--- config.mk ---
export PLATFORM = sky130hd
export DESIGN_NAME = mdu_sequencer_flat
export DESIGN_NICKNAME = d
export VERILOG_FILES = /design/src/rtl/mdu_sequencer_if.sv /design/src/rtl/mdu_sequencer.sv /design/src/flat_wrapper.sv
export SDC_FILE = /design/constraint.sdc
export NUM_CORES = 1
export LEC_CHECK = 0
export CAP_MARGIN = 15
export CORE_MARGIN = 2
export CORE_UTILIZATION = 43
export CTS_BUF_LIST = sky130_fd_sc_hd__clkbuf_4
export DETAILED_ROUTE_END_ITERATION = 12
export GPL_TIMING_DRIVEN = 0
export PLACE_DENSITY = 0.74
export SLEW_MARGIN = 5
export SYNTH_ARGS = -nofsm -noshare
export SYNTH_HDL_FRONTEND = slang
export SYNTH_SLANG_ARGS = --single-unit
--- constraint.sdc ---
create_clock -name clk -period 3.1 [get_ports clk]
set_input_delay 0.775 -clock clk [delete_from_list [all_inputs] [get_ports clk]]
set_output_delay 0.775 -clock clk [all_outputs]
set_load 0.1 [all_outputs]
--- src/rtl/mdu_sequencer_if.sv ---
// Request/result bundle between the issuing pipeline and the multiply/divide
// sequencer.
//   master: drives start, op, rs_val, rt_val; observes busy, done, hi, lo, div_zero
//   slave : the sequencer side of the same signals
interface mdu_sequencer_if;
    localparam int unsigned DATA_W = 32;

    logic              start;
    logic [1:0]        op;
    logic [DATA_W-1:0] rs_val;
    logic [DATA_W-1:0] rt_val;
    logic              busy;
    logic              done;
    logic [DATA_W-1:0] hi;
    logic [DATA_W-1:0] lo;
    logic              div_zero;

    modport master (
        output start, op, rs_val, rt_val,
        input  busy, done, hi, lo, div_zero
    );

    modport slave (
        input  start, op, rs_val, rt_val,
        output busy, done, hi, lo, div_zero
    );
endinterface

--- src/rtl/mdu_sequencer.sv ---
// Iterative MULTU/DIVU controller that borrows the shared 32-bit ALU for one
// add (multiply) or subtract (restoring divide) per cycle over 32 cycles.
// Optional signed MULT/DIV support is compiled in with `define MDU_SIGNED_EN.
// Ports:
//   clk, rst_n        clock, asynchronous active-low reset
//   mdu (slave)       start/op/rs_val/rt_val request; busy/done/hi/lo/div_zero result
//   alu_a, alu_b      ALU operands (combinational, valid while busy)
//   alu_gin           ALU control: 010 add, 110 sub
//   alu_sum           ALU result fed back in the same cycle
//   alu_zout          ALU zero flag, reserved
module mdu_sequencer #(
    parameter int unsigned WIDTH = 32,
    parameter int unsigned ITER  = 32
) (
    input  logic             clk,
    input  logic             rst_n,
    mdu_sequencer_if.slave   mdu,
    output logic [WIDTH-1:0] alu_a,
    output logic [WIDTH-1:0] alu_b,
    output logic [2:0]       alu_gin,
    input  logic [WIDTH-1:0] alu_sum,
    input  logic             alu_zout
);
    localparam int unsigned      CNT_W   = $clog2(ITER);
    localparam logic [CNT_W-1:0] LAST    = CNT_W'(ITER - 1);
    localparam logic [2:0]       GIN_ADD = 3'b010;
    localparam logic [2:0]       GIN_SUB = 3'b110;

`ifdef MDU_SIGNED_EN
    typedef enum logic [1:0] {S_IDLE = 2'd0, S_RUN = 2'd1, S_DONE = 2'd2, S_FIX = 2'd3} state_e;
`else
    typedef enum logic [1:0] {S_IDLE = 2'd0, S_RUN = 2'd1, S_DONE = 2'd2} state_e;
`endif

    state_e           state_q, state_d;
    logic [WIDTH-1:0] hi_q, hi_d, lo_q, lo_d;
    logic [WIDTH-1:0] opd_q, opd_d;       // multiplicand or divisor
    logic             is_div_q, is_div_d;
    logic [CNT_W-1:0] count_q, count_d;
    logic             dz_q, dz_d;
    logic             busy_q, busy_d;
    logic             done_q, done_d;

    logic [WIDTH-1:0] mul_b;
    logic [WIDTH-1:0] div_s;
    logic             carry;
    logic             borrow;
    logic             sgn_req;
    logic             rs_neg, rt_neg;
    logic [WIDTH-1:0] rs_abs, rt_abs;

`ifdef MDU_SIGNED_EN
    logic             fix_q, fix_d;       // signed op awaiting sign correction
    logic             neg_q, neg_d;       // operand signs differ
    logic             rs_sgn_q, rs_sgn_d; // dividend was negative
    logic [2*WIDTH-1:0] prod_neg;
    logic             unused_ok;
    assign unused_ok = alu_zout;
`else
    logic             unused_ok;
    assign unused_ok = ^{alu_zout, mdu.op[1]};
`endif

    // State and datapath registers
    always_ff @(posedge clk or negedge rst_n) begin
        if (!rst_n) begin
            state_q  <= S_IDLE;
            hi_q     <= '0;
            lo_q     <= '0;
            opd_q    <= '0;
            is_div_q <= 1'b0;
            count_q  <= '0;
            dz_q     <= 1'b0;
            busy_q   <= 1'b0;
            done_q   <= 1'b0;
`ifdef MDU_SIGNED_EN
            fix_q    <= 1'b0;
            neg_q    <= 1'b0;
            rs_sgn_q <= 1'b0;
`endif
        end else begin
            state_q  <= state_d;
            hi_q     <= hi_d;
            lo_q     <= lo_d;
            opd_q    <= opd_d;
            is_div_q <= is_div_d;
            count_q  <= count_d;
            dz_q     <= dz_d;
            busy_q   <= busy_d;
            done_q   <= done_d;
`ifdef MDU_SIGNED_EN
            fix_q    <= fix_d;
            neg_q    <= neg_d;
            rs_sgn_q <= rs_sgn_d;
`endif
        end
    end

    // Next-state, iteration datapath and ALU drive
    always_comb begin
        state_d  = state_q;
        hi_d     = hi_q;
        lo_d     = lo_q;
        opd_d    = opd_q;
        is_div_d = is_div_q;
        count_d  = count_q;
        dz_d     = dz_q;
        alu_a    = '0;
        alu_b    = '0;
        alu_gin  = GIN_ADD;
`ifdef MDU_SIGNED_EN
        fix_d    = fix_q;
        neg_d    = neg_q;
        rs_sgn_d = rs_sgn_q;
        sgn_req  = mdu.op[1];
        prod_neg = -{hi_q, lo_q};
`else
        sgn_req  = 1'b0;
`endif
        rs_neg   = sgn_req & mdu.rs_val[WIDTH-1];
        rt_neg   = sgn_req & mdu.rt_val[WIDTH-1];
        rs_abs   = rs_neg ? -mdu.rs_val : mdu.rs_val;
        rt_abs   = rt_neg ? -mdu.rt_val : mdu.rt_val;

        mul_b    = lo_q[0] ? opd_q : '0;
        div_s    = {hi_q[WIDTH-2:0], lo_q[WIDTH-1]};
        // Carry/borrow recovered from operand and result MSBs only
        carry    = (hi_q[WIDTH-1] & mul_b[WIDTH-1]) |
                   ((hi_q[WIDTH-1] | mul_b[WIDTH-1]) & ~alu_sum[WIDTH-1]);
        borrow   = (~div_s[WIDTH-1] & opd_q[WIDTH-1]) |
                   ((~div_s[WIDTH-1] | opd_q[WIDTH-1]) & alu_sum[WIDTH-1]);

        case (state_q)
            S_IDLE: begin
                if (mdu.start) begin
                    is_div_d = mdu.op[0];
                    opd_d    = mdu.op[0] ? rt_abs : rs_abs;
                    hi_d     = '0;
                    lo_d     = mdu.op[0] ? rs_abs : rt_abs;
                    count_d  = '0;
                    dz_d     = 1'b0;
                    state_d  = S_RUN;
`ifdef MDU_SIGNED_EN
                    fix_d    = sgn_req;
                    neg_d    = rs_neg ^ rt_neg;
                    rs_sgn_d = rs_neg;
`endif
                    if (mdu.op[0] && (mdu.rt_val == '0)) begin
                        hi_d    = mdu.rs_val;
                        lo_d    = '1;
                        dz_d    = 1'b1;
                        state_d = S_DONE;
                    end
                end
            end
            S_RUN: begin
                if (is_div_q) begin
                    alu_a   = div_s;
                    alu_b   = opd_q;
                    alu_gin = GIN_SUB;
                    // hi_q[31] set means the shifted remainder overflows 32 bits
                    if (hi_q[WIDTH-1] | ~borrow) begin
                        hi_d = alu_sum;
                        lo_d = {lo_q[WIDTH-2:0], 1'b1};
                    end else begin
                        hi_d = div_s;
                        lo_d = {lo_q[WIDTH-2:0], 1'b0};
                    end
                end else begin
                    alu_a = hi_q;
                    alu_b = mul_b;
                    hi_d  = {carry, alu_sum[WIDTH-1:1]};
                    lo_d  = {alu_sum[0], lo_q[WIDTH-1:1]};
                end
                count_d = count_q + CNT_W'(1);
                if (count_q == LAST) begin
`ifdef MDU_SIGNED_EN
                    state_d = fix_q ? S_FIX : S_DONE;
`else
                    state_d = S_DONE;
`endif
                end
            end
`ifdef MDU_SIGNED_EN
            S_FIX: begin
                if (is_div_q) begin
                    if (neg_q)    lo_d = -lo_q;
                    if (rs_sgn_q) hi_d = -hi_q;
                end else if (neg_q) begin
                    {hi_d, lo_d} = prod_neg;
                end
                state_d = S_DONE;
            end
`endif
            S_DONE: state_d = S_IDLE;
            default: state_d = S_IDLE;
        endcase

        busy_d = (state_d == S_RUN);
        // done trails the DONE state by one cycle
        done_d = (state_q == S_DONE);
    end

    assign mdu.busy     = busy_q;
    assign mdu.done     = done_q;
    assign mdu.hi       = hi_q;
    assign mdu.lo       = lo_q;
    assign mdu.div_zero = dz_q;
endmodule

--- src/flat_wrapper.sv ---
// flat-port wrapper written by rule: the top's interface ports become plain ports
module mdu_sequencer_flat 
#(
    parameter int unsigned WIDTH = 32,
    parameter int unsigned ITER  = 32
)
  (clk, rst_n, alu_a, alu_b, alu_gin, alu_sum, alu_zout, mdu_start, mdu_op, mdu_rs_val, mdu_rt_val, mdu_busy, mdu_done, mdu_hi, mdu_lo, mdu_div_zero);
  mdu_sequencer_if mdu_i ();
  input  logic clk;
  input  logic rst_n;
  output logic [WIDTH-1:0] alu_a;
  output logic [WIDTH-1:0] alu_b;
  output logic [2:0] alu_gin;
  input  logic [WIDTH-1:0] alu_sum;
  input  logic alu_zout;
  input wire logic [$bits(mdu_i.start)-1:0] mdu_start;
  input wire logic [$bits(mdu_i.op)-1:0] mdu_op;
  input wire logic [$bits(mdu_i.rs_val)-1:0] mdu_rs_val;
  input wire logic [$bits(mdu_i.rt_val)-1:0] mdu_rt_val;
  output wire logic [$bits(mdu_i.busy)-1:0] mdu_busy;
  output wire logic [$bits(mdu_i.done)-1:0] mdu_done;
  output wire logic [$bits(mdu_i.hi)-1:0] mdu_hi;
  output wire logic [$bits(mdu_i.lo)-1:0] mdu_lo;
  output wire logic [$bits(mdu_i.div_zero)-1:0] mdu_div_zero;
  assign mdu_i.start = mdu_start;
  assign mdu_i.op = mdu_op;
  assign mdu_i.rs_val = mdu_rs_val;
  assign mdu_i.rt_val = mdu_rt_val;
  assign mdu_busy = mdu_i.busy;
  assign mdu_done = mdu_i.done;
  assign mdu_hi = mdu_i.hi;
  assign mdu_lo = mdu_i.lo;
  assign mdu_div_zero = mdu_i.div_zero;
  mdu_sequencer #(.WIDTH(WIDTH), .ITER(ITER)) u_core (.clk(clk), .rst_n(rst_n), .mdu(mdu_i), .alu_a(alu_a), .alu_b(alu_b), .alu_gin(alu_gin), .alu_sum(alu_sum), .alu_zout(alu_zout));
endmodule
-- Word level (Yosys, flattened, before mapping)
Cells that the tools add are included.
- input port bits: 102
- word-level logic and storage cells: 59
- register bits after elaboration: 107
- add/subtract/negate cells: 1
- reduce and logical (&&, ||, !) cells: 6
- bitwise operators: 12
- muxes and demuxes: 26
- equality and inequality tests: 5
- operators with widths (operator ; number):
    $mux 32 ; 14
    $pmux 32 s2 ; 2
    $logic_not 32->1 ; 1
    $pmux 5 s2 ; 1
    $mux 2 ; 3
    $mux 3 ; 2
    $add 5x1->5 const B ; 1
    $eq 5x5->1 const B ; 1
    $mux 5 ; 1
    $or 1x1->1 ; 5
    $and 1x1->1 ; 4
    $eq 2x1->1 const B ; 2
    $pmux 2 s2 ; 1
    $reduce_and 2->1 ; 2
    $not 1->1 ; 3
    $eq 2x2->1 const B ; 1
    $logic_not 2->1 ; 1
    $mux 1 ; 2
    $ne 2x2->1 const B ; 1
    $reduce_bool 2->1 ; 1
    $logic_and 1x1->1 ; 1

-- Depth between registers and ports, before layout
- depth in word-level cells: 9
- depth in mapped cells: 8

-- Least setup slack after synthesis
OpenSTA, ideal clock, no wires.
- path kind: flip-flop to output port
- from: reg u_core.is_div_q
- to: out alu_a[10]
- arrival: 2.511 ns
- slack: -0.186 ns
- data required time: 2.325 ns
- path buffers: 3
- cell stages (with the launch flop): 6
- cell sequence: dfrtp_1 -> clkbuf_1 -> buf_2 -> buf_2 -> mux2i_1 -> nor2_1
- longest elaborated chain between the ends: 2
- ends and longest elaborated chain (item ; RTL line ; text):
    start, declared ; mdu_sequencer.sv:38 ; logic is_div_q, is_div_d;
    start signal, assigned ; mdu_sequencer.sv:86 ; is_div_q <= is_div_d;
    $mux 32 ; mdu_sequencer.sv:157 ; if (is_div_q) begin
    $mux 32 ; mdu_sequencer.sv:133 ; case (state_q)
    end, declared ; flat_wrapper.sv:11 ; output logic [WIDTH-1:0] alu_a;
No other way between the ends.

-- Worst setup path after layout
- from: reg u_core.hi_q[0] (netlist: u_core.mdu.hi[0])
- to: out mdu_hi[0]
- RTL lines (item ; RTL line ; text):
    start, declared ; mdu_sequencer.sv:36 ; logic [WIDTH-1:0] hi_q, hi_d, lo_q, lo_d;
    start signal, assigned ; mdu_sequencer.sv:83 ; hi_q <= hi_d;
    end, declared ; flat_wrapper.sv:22 ; output wire logic [$bits(mdu_i.hi)-1:0] mdu_hi;
No word-level cell between the ends.

==> results by stage <==
STA:
- The transition time of the tightest slew-check pin is 1.021 ns.
- The final number of hold-violating endpoints came to 0.
- The setup total negative slack is 0 ns.
- The total setup violations reported at the end of the flow is 0.
- Timing would allow up to 325.7 MHz.
- The final period demand of the worst path is 3.071 ns.
- The worst setup skew after layout is 0.02026 ns.
- The tightest slew margin relative to the limit is 31.73%.
- Setup repair after global routing left no endpoint under its margin.
- The worst path uses 99.05% of the clock period.
- The count of final max-slew check failures is 0.

CTS:
- Clock-pin slew was measured on the worst setup and hold paths at ~0.18 ns.
- The clock root buffer is clkbuf_4.
- The depth of the CTS H-tree is 3.
- The count of hold buffers inserted by post-cts repair is 0.
- The clock buffer count from CTS is 9.
- The TritonCTS clock tree is yes.
- The number of buffers on the longest clock path is 2.
- Clock tree synthesis found a total of between 100 and 150 sinks.
- At the later pin of the worst-skew pair, clock insertion delay measures ~0.50 ns.

Floorplan:
- Once the floorplan was initialized, standard cells occupied 43.69% of the core.
- The area enclosed by the die boundary is roughly 16000 sq um.
- The die is approximately 130 um tall.
- The core box area is 15150 sq um.
- In this run the core area contains 45 standard-cell rows.
- The die width is 128.1 um.
- For this design the top-level I/O count stands at 236.

Cells and area:
- The non-filler instance count after layout is between 1000 and 1500.
- Relative to the synthesized area, the layout overhead comes to 40.92%.
- Summing all multi-input logic gate instances after layout gives 3729 sq um.
- Across the whole layout, storage elements account for approximately 2700 sq um.
- In the final layout, the share of cells above drive strength 1 is 25.71%.
- In the final design database the tool counted 1017 nets.
- The number of filler instances in the final layout is 1302.

Logic synthesis:
- In this run, distinct cell masters in the synthesized netlist total 39.
- For this run, the number of Yosys warnings is 0.
- A synthesized cell averages around 10 sq um.
- Counting every net in the synthesized netlist gives 776.
- Counting flops with an async set or reset pin after synthesis yields a share of 100.0%.
- Counting flops and latches in the post-synthesis netlist gives roughly 110.
- The sequential share of the synthesized area is ~40%.
- The most used flip-flop cell after synthesis is dfrtp_1.
- The synthesized netlist occupies a cell area of 6618 sq um.
- The number of synthesized flops with an enable pin is 0.
- The cell count after synthesis came out at roughly 670.

Setup path:
- The critical setup path kind is reg -> out.
- For the worst setup path, the data arrival time is 2.30 ns.
- Walking the worst path, the cells encountered are clkdlybuf4s50_1.
- The sort of element at the start of the critical path is a flop.
- STA puts the critical path data required time at 2.32 ns.
- Grouping stages by cell kind, the critical path spends the most delay in buffers and inverters.
- Together, buffers and inverters on the worst path number 1.
- The kind of end point of the critical path is an output port.
- The critical-path cell with the highest stage delay is clkdlybuf4s50_1.
- The peak per-stage delay on the critical path is 1.20 ns.
- In this run the worst path has a maximum fanout of 5.

Route:
- The number of vias per cell after detailed routing is 5.925.
- The routed design has 24220 um of wire.
- The detailed-route wire length per cell is between 20 and 25 um.
- For this run, design rule violations remaining after detail routing come to 0.
- The final route contains 6559 vias.
- Once detail routing completed, the nets flagged for antenna violations numbered 0.
- The first-pass iteration count of the detailed router is 5.
- The count of routing violations after the opening detailed-route iteration is 544.

Placed design:
- The number of I/O port buffers is 231.
- The weighted congestion at the end of routability-driven global placement is 0.8437.
- The number of cells after detailed placement is 1092.
- The detailed placement HPWL is 17950 um.

Status:
- The run finished with clean final reports.

Flow run:
- The max capacitance violation total is 0.

Hold path:
- The worst hold path belongs to the class in -> async.

Global route:
- The global-route wire length before repair is roughly 37000 um.
- For this run the aggregate overflow at the end of global routing stands at 0.
- The all-layer global routing usage is 29.38%.
- The number of global-route vias before repair is 6421.
- Entering global routing, the biggest net connects 80 pins.
- The number of antenna violations at the first check in global routing is 1.
## flip-flops by register name (all words and copies together) (netlist names)
signal,flops
u_core.mdu.hi,32
u_core.count_q,5
u_core.state_q,2
u_core.mdu.done,1
u_core.mdu.busy,1
u_core.mdu.lo,32
u_core.mdu.div_zero,1
u_core.is_div_q,1
u_core.opd_q,32
## layout by cell type, fill, tap and decap left out, drive strengths merged, types with 31 or more instances in the layout
cell	synthesis	layout
buf	23	87
mux2	31	31
mux2i	96	96
o21ai	37	37
a221o	31	31
nor2	104	104
o22ai	31	31
nand2	38	38
a21oi	32	32
clkbuf	39	48
o221a	31	31
dfrtp	107	107
clkdlybuf4s50	0	165
and2	34	34
## cells by family (layout without fill, tap and decap cells)
family                   Yosys count  count (layout)  synth area share (%)
AND/OR/NAND/NOR                  195             195                 13.25
buffers and inverters             64             310                 4.405
adder cells (fa/ha/maj)            4               4                0.6995
AO/OA/AOI/OAI                    173             173                 21.27
other                              2               3                0.1135
multiplexers                     127             127                 19.80
flip-flops                       107             107                 40.46
## cell usage after synthesis, types with 2 or more instances
| library cell | number | area (sq um) |
|---|---|---|
| o21ai_0 | 37 | 185.2 |
| a22o_1 | 3 | 26.28 |
| buf_4 | 2 | 15.01 |
| and2_1 | 34 | 212.7 |
| dfrtp_1 | 107 | 2678 |
| buf_2 | 11 | 55.05 |
| o21bai_1 | 2 | 15.01 |
| nor2b_1 | 2 | 12.51 |
| buf_6 | 4 | 45.04 |
| mux2i_1 | 96 | 960.9 |
| a21oi_1 | 2 | 10.01 |
| nand2_1 | 38 | 142.6 |
| a21o_1 | 3 | 22.52 |
| inv_1 | 2 | 7.510 |
| o221a_2 | 31 | 349.1 |
| nand4_1 | 3 | 18.77 |
| nor4_1 | 6 | 37.54 |
| mux2_2 | 31 | 349.1 |
| ha_1 | 2 | 25.02 |
| conb_1 | 2 | 7.510 |
| clkbuf_1 | 39 | 146.4 |
| o22ai_1 | 31 | 193.9 |
| buf_1 | 6 | 22.52 |
| nor2_1 | 103 | 386.6 |
| nand3_1 | 2 | 10.01 |
| a21oi_2 | 30 | 262.8 |
| a221o_1 | 31 | 310.3 |
## per-layer routing
layer  wire length, um  vias to the layer above  global-route usage, %
li1                  -                     2956                      -
met1             10300                     3227                  39.71
met2             11400                      336                  47.53
met3              1894                       40                  5.760
met4               624                        0                  9.890
met5                 0                        -                      0
## cell type report
| cell class | count | share of cell area, % |
|---|---|---|
| diodes | 1 | 0.02683 |
| plain buffers | 60 | 3.287 |
| clock buffers | 9 | 0.7245 |
| clock inverters | 7 | 0.7245 |
| inverters | 2 | 0.08050 |
| multi-input cells | 501 | 39.98 |
| flip-flops and latches | 107 | 28.73 |
| well taps | 188 | 2.522 |
| repair buffers | 232 | 23.92 |
## what timing repair did
| action | 4_1_cts | 5_1_grt |
|---|---|---|
| buffers inserted | 0 | 0 |
| gates resized for setup | 399 | 26 |
| setup endpoints to repair | 65 | 57 |
| pin swaps | 0 | 1 |
## stage by stage
step           instance area [sq um]  hold WS, ns  setup WS [ns]  util, %
4_1_cts                         9266       0.1147       0.004100    61.18
3_3_place_gp                    9235       0.4535         -3.032    60.97
6_report                        9325       0.1184        0.02937    61.57
3_5_place_dp                    9264       0.4657        -0.8919    61.16
2_1_floorplan                   6688       0.4397        -0.1617        -
5_1_grt                         9325       0.1272       0.004057    61.57
## final timing paths
kind | start | end | slack [ns] | cells after the start
max | u_core.mdu.hi[0] | mdu_hi[0] | 0.03 | 1
min | rst_n | u_core.mdu.hi[28] | 0.12 | 1
max reg2reg | u_core.state_q[0] | u_core.opd_q[23] | 0.79 | 7
min reg2reg | u_core.opd_q[11] | u_core.opd_q[11] | 0.50 | 2
max in group asynchronous | rst_n | u_core.opd_q[12] | 2.27 | 2
min in group clk | u_core.opd_q[11] | u_core.opd_q[11] | 0.50 | 2
Power is left out: the tool's default activity adds up to more than one toggle a clock period on the data nets, which glitch-free logic cannot reach.
